`config.mk`:
```
export PLATFORM = sky130hd
export DESIGN_NAME = priority_encoder_8to3_flat
export DESIGN_NICKNAME = d
export VERILOG_FILES = /design/src/rtl/priority_encoder_8to3_if.sv /design/src/rtl/priority_encoder_8to3.sv /design/src/flat_wrapper.sv
export SDC_FILE = /design/constraint.sdc
export NUM_CORES = 1
export LEC_CHECK = 0
export CAP_MARGIN = 20
export CORE_AREA = 3 3 40 42
export CTS_CLUSTER_SIZE = 10
export DETAILED_ROUTE_END_ITERATION = 12
export DIE_AREA = 0 0 43 45
export GPL_ROUTABILITY_DRIVEN = 0
export PLACE_DENSITY = 0.71
export SYNTH_ARGS = -nofsm -noshare
export SYNTH_HDL_FRONTEND = slang
export SYNTH_SLANG_ARGS = --single-unit
```
`constraint.sdc`:
```
create_clock -name clk -period 1.55 [get_ports clk]
set_input_delay 0.465 -clock clk [delete_from_list [all_inputs] [get_ports clk]]
set_output_delay 0.465 -clock clk [all_outputs]
set_load 0.05 [all_outputs]
```
`src/rtl/priority_encoder_8to3_if.sv`:
```
// priority_encoder_8to3_if: request/grant bundle; master drives enable/in/ready, slave returns out/valid/pending/merged/busy
interface priority_encoder_8to3_if;
  logic enable;
  logic [7:0] in;
  logic ready;
  logic [2:0] out;
  logic valid;
  logic [7:0] pending;
  logic merged;
  logic busy;
  modport master(output enable, in, ready, input out, valid, pending, merged, busy);
  modport slave(input enable, in, ready, output out, valid, pending, merged, busy);
endinterface

```
`src/rtl/priority_encoder_8to3.sv`:
```
// priority_encoder_8to3: latches 8 request lines and grants one 3-bit index per valid/ready handshake (clk, rst_n, bus slave)
module priority_encoder_8to3 #(
  parameter bit ROUND_ROBIN = 1'b0
) (
  input logic clk,
  input logic rst_n,
  priority_encoder_8to3_if.slave bus
);
  logic [7:0] pend, set, clr, rot;
  logic [2:0] ptr, off, sel, out_r;
  logic valid_r, merged_r, load;
  assign set = bus.in & {8{bus.enable}};
  assign load = (!valid_r | bus.ready) & (|pend);
  assign rot = 8'({pend, pend} >> ptr);
  always_comb begin
    off = '0;
    for (int i = 7; i >= 0; i--) if (rot[i]) off = 3'(i);
  end
  assign sel = ptr + off;
  assign clr = load ? 8'(1) << sel : '0;
  always_ff @(posedge clk or negedge rst_n) begin
    if (!rst_n) begin
      pend <= '0;
      ptr <= '0;
      out_r <= '0;
      valid_r <= 1'b0;
      merged_r <= 1'b0;
    end else begin
      pend <= (pend & ~clr) | set;
      merged_r <= |(set & pend & ~clr);
      if (load) begin
        out_r <= sel;
        valid_r <= 1'b1;
        if (ROUND_ROBIN) ptr <= sel + 3'd1;
      end else if (bus.ready) begin
        valid_r <= 1'b0;
      end
    end
  end
  assign bus.out = out_r;
  assign bus.valid = valid_r;
  assign bus.pending = pend;
  assign bus.merged = merged_r;
  assign bus.busy = valid_r | (|pend);
endmodule

```
`src/flat_wrapper.sv`:
```
// flat-port wrapper written by rule: the top's interface ports become plain ports
module priority_encoder_8to3_flat 
#(
  parameter bit ROUND_ROBIN = 1'b0
)
  (clk, rst_n, bus_enable, bus_in, bus_ready, bus_out, bus_valid, bus_pending, bus_merged, bus_busy);
  priority_encoder_8to3_if bus_i ();
  input logic clk;
  input logic rst_n;
  input wire logic [$bits(bus_i.enable)-1:0] bus_enable;
  input wire logic [$bits(bus_i.in)-1:0] bus_in;
  input wire logic [$bits(bus_i.ready)-1:0] bus_ready;
  output wire logic [$bits(bus_i.out)-1:0] bus_out;
  output wire logic [$bits(bus_i.valid)-1:0] bus_valid;
  output wire logic [$bits(bus_i.pending)-1:0] bus_pending;
  output wire logic [$bits(bus_i.merged)-1:0] bus_merged;
  output wire logic [$bits(bus_i.busy)-1:0] bus_busy;
  assign bus_i.enable = bus_enable;
  assign bus_i.in = bus_in;
  assign bus_i.ready = bus_ready;
  assign bus_out = bus_i.out;
  assign bus_valid = bus_i.valid;
  assign bus_pending = bus_i.pending;
  assign bus_merged = bus_i.merged;
  assign bus_busy = bus_i.busy;
  priority_encoder_8to3 #(.ROUND_ROBIN(ROUND_ROBIN)) u_core (.clk(clk), .rst_n(rst_n), .bus(bus_i));
endmodule
```
## Yosys cells after proc, flatten, opt, wreduce, memory -nomap -nowiden

Cells that the tools add are included.

- Flip-flop bits (word level): 13
- Input port bits: 12
- Output and inout port bits: 14
- Word-level logic and storage cells: 31

- $add $sub $neg: 1
- Shifts and indexed selects: 2
- Multiplexer cells: 11
- Bitwise gates (word level): 9
- Reduce and logical (&&, ||, !) cells: 4

Operators by type and width:

| cell | number |
|---|---|
| $and 8x8->8 | 4 |
| $mux 3 | 8 |
| $reduce_or 8->1 | 2 |
| $shr 16x3->8 | 1 |
| $mux 8 | 1 |
| $not 8->8 | 1 |
| $or 8x8->8 | 1 |
| $shl 1x3->8 const A | 1 |
| $add 3x3->3 | 1 |
| $mux 1 | 2 |
| $or 1x1->1 | 2 |
| $reduce_bool 2->1 | 1 |
| $and 1x1->1 | 1 |
| $logic_not 1->1 | 1 |

## Longest topological paths before layout

- Word-level depth: 15
- Mapped depth: 3
- Gate-level depth less buffers: 2

## Least setup slack after synthesis

OpenSTA, ideal clock, no wires.

- Path kind: register to output
- From: reg u_core.pend[1] (netlist: u_core.bus.pending[1])
- To: out bus_busy
- Arrival time: 1.366 ns
- Data required time: 1.085 ns
- Path slack: -0.281 ns
- Cell stages (with the launch flop): 3
- Buffers on the path: 0
- Path through: dfrtp_1 > nor4_2 > nand3b_1

- Word-level cells in the longest chain between the ends: 2

RTL lines:

| what | line | RTL |
|---|---|---|
| from (decl) | priority_encoder_8to3.sv:9 | `logic [7:0] pend, set, clr, rot;` |
| from (signal assigned) | priority_encoder_8to3.sv:29 | `pend <= (pend & ~clr) \| set;` |
| $reduce_or 8->1 | priority_encoder_8to3.sv:44 | `assign bus.busy = valid_r \| (\|pend);` |
| $or 1x1->1 | priority_encoder_8to3.sv:44 |  |
| to (decl) | flat_wrapper.sv:17 | `output wire logic [$bits(bus_i.busy)-1:0] bus_busy;` |

Every way passes these cells.

## Worst setup path after layout

- From: reg u_core.pend[6] (netlist: u_core.bus.pending[6])
- To: out bus_busy

Same word-level chain as after synthesis.

==> run_results.csv <==
group,metric,value,unit
outcome,status,"complete, but fails checks",
outcome,failed_checks,"setup timing",
synth,yosys-top-cells-count,"dfrtp_1, a21o_1, a22oi_1, buf_4, nor4_2",
route,antenna_left,0,
timing,fin_ws,-0.204,ns
synth,yosysMostFrequentCell,"dfrtp_1",
grt,gr-usage-all-layers,0.139,
clock_network,clockBufferDepth,2,
timing,slew_viol_final,0,
synth,synth-main-ff-cell,"dfrtp_1",
timing,holdWs,0.507,ns
route,route.detailed.wl_per_inst,14.8,um
finish,area_growth,102,%
timing,max_freq,0.570,GHz
power,p_total,527,uW
clock_network,cts_tree,"built",
power,p_leak,0.385,nW
power,powerDensity,606,mW/mm^2
timing,min_period,1.75,ns
floorplanning,die_y,45,um
timing,final.setup_skew,0.00396,ns
finish,final_cells,82,
power,worst_ir_drop_vdd,0.529,mV
setup_path,crit_required,1.08,ns
synth,synth_cell_types,13,
run,drv_cap,0,
setup_path,critPathMaxFanout,2,
setup_path,worstPathArrival,1.29,ns
route,num_vias,396,
timing,hold_violations,0,
route,first_pass_iters,3,
grt,grt_pass1_wl,1780,um
setup_path,r2r_cells,3,
floorplanning,fp.dieW,43,um
clock_network,tritoncts.num_buffers,3,
clock_network,clkTransAtPathRegs,0.06,ns
setup_path,regToRegStartpoint,"u_core.bus.pending[1]",
finish,diodes,0,
clock_network,clock_sinks,10,
setup_path,critPathLaunchType,"flop",
synth,yosys_warnings,3,
setup_path,reg2reg_slack,0.42,ns
synth,ys_top_cells_by_area,"dfrtp_1, a21o_1, a22oi_1, nor4_2, buf_4",
place,port_buffers,22,
synth,synth_edf_count,0,
route,viasPerCell,4.83,
synth,yosysTopAreaCell,"dfrtp_1",
finish,post-route-util,0.676,
timing,fin_setup_tns,-0.221,ns
clock_network,root_buffer,"clkbuf_4",
synth,ys_ff_latch,10,
floorplanning,design.core.area,0.00128,mm^2
route,wirelength,1210,um
grt,antenna_found_initial,0,
setup_path,end_kind,"output port",
synth,syn_avg_cell_area,12.6,um^2
timing,setup_viol_count_final,2,
synth,synthCells,34,
synth,ys_seq_area_frac,0.583,
floorplanning,num_io_pins,26,
timing,fin_crit_sh,1.13,
finish,final_cell_area,868,um^2
clock_network,h-tree-depth,1,
place,place_area,813,um^2
place,place_ws,0.0375,ns
grt,overflow,0,
floorplanning,num_rows,13,
timing,rsz0062_at_grt,"true",
finish,drive_gt1_frac,0.478,
synth,synth_top_area_frac,0.583,
grt,grt_max_degree,11,
grt,first_global_vias,369,
place,placed_cells,77,
finish,layout.nets,80,
floorplanning,start_util,0.334,
floorplanning,die-area,0.00194,mm^2
synth,synthArstFlopShare,1.00,
min_path,min_path_type,"primary input to asynchronous set/reset pin",
clock_network,insertion_delay,0.27,ns
route,drt_iter0_drc,4,
setup_path,critPathKind,"flop to output port",
route,drcViolationCount,0,
setup_path,r2r-end,"u_core.bus.merged",
synth,syn_area,429,um^2
flip-flops by register name, summed over array words and instances (netlist names):
name / flops
u_core.bus.pending: 8
u_core.bus.valid: 1
u_core.bus.merged: 1
cell families (layout without fill, tap and decap cells):
group                  count (synthesis)  after routing  synth area share
AOI/OAI and AO/OA                     13             13             0.233
buffers and inverters                  5             36            0.0729
DFF                                   10             10             0.583
other                                  1              3           0.00874
and+or+nand+nor                        5              5             0.102
placed cells by master (no fill, tap or decap), types with 2 or more instances in the layout:
cell / netlist / layout
dfrtp_2: 0 / 6
nor4_4: 0 / 2
clkdlybuf4s50_1: 0 / 11
conb_1: 1 / 3
a22oi_1: 4 / 4
buf_12: 0 / 10
buf_4: 3 / 9
clkbuf_4: 0 / 3
a21o_1: 7 / 7
dfrtp_1: 10 / 4
report_power, final:
group	switching, mW	internal, mW	total, mW
Sequential	0.00113	0.262	0.263
Combinational	0.0402	0.0338	0.0740
Clock	0.0895	0.0997	0.189
worst max-delay path by stage:
stage	startpoint	end	slack (ns)	depth (start not counted)
global route	u_core.bus.pending[2]	bus_busy	-0.25	3
floorplan	u_core.bus.pending[5]	bus_busy	-0.19	2
detailed placement	u_core.bus.pending[1]	bus_busy	0.04	3
finish	u_core.bus.pending[6]	bus_busy	-0.20	3
CTS	u_core.bus.pending[6]	bus_busy	-0.21	3
global placement	u_core.bus.pending[5]	bus_busy	0.07	3
final cells by class:
cell class | count | area, um^2
fillers | 104 | 417
repair buffers | 31 | 389
flip-flops and latches | 10 | 258
multi-input cells | 21 | 173
clock buffers | 4 | 26.3
well taps | 15 | 18.8
inverters | 1 | 3.75
layer usage:
layer	share of wire	up-vias	GRT usage
li1	-	186	-
met5	0	-	0
met3	0.064	4	0.0598
met4	0.036	0	0.127
met1	0.37	190	0.157
met2	0.53	16	0.198
worst max-delay path: stages (launching register included):
cell      delay (ns)
dfrtp_1         0.41
nor4_4          0.31
nand3b_1        0.13
buf_6           0.17
timing repair:
item,4_1_cts,5_1_grt
endpoints found under the setup margin,1,1
pin swaps,1,2
hold buffers,0,0
setup buffers,0,1
resized for setup,3,0
Power figures use the tool's default switching activity.
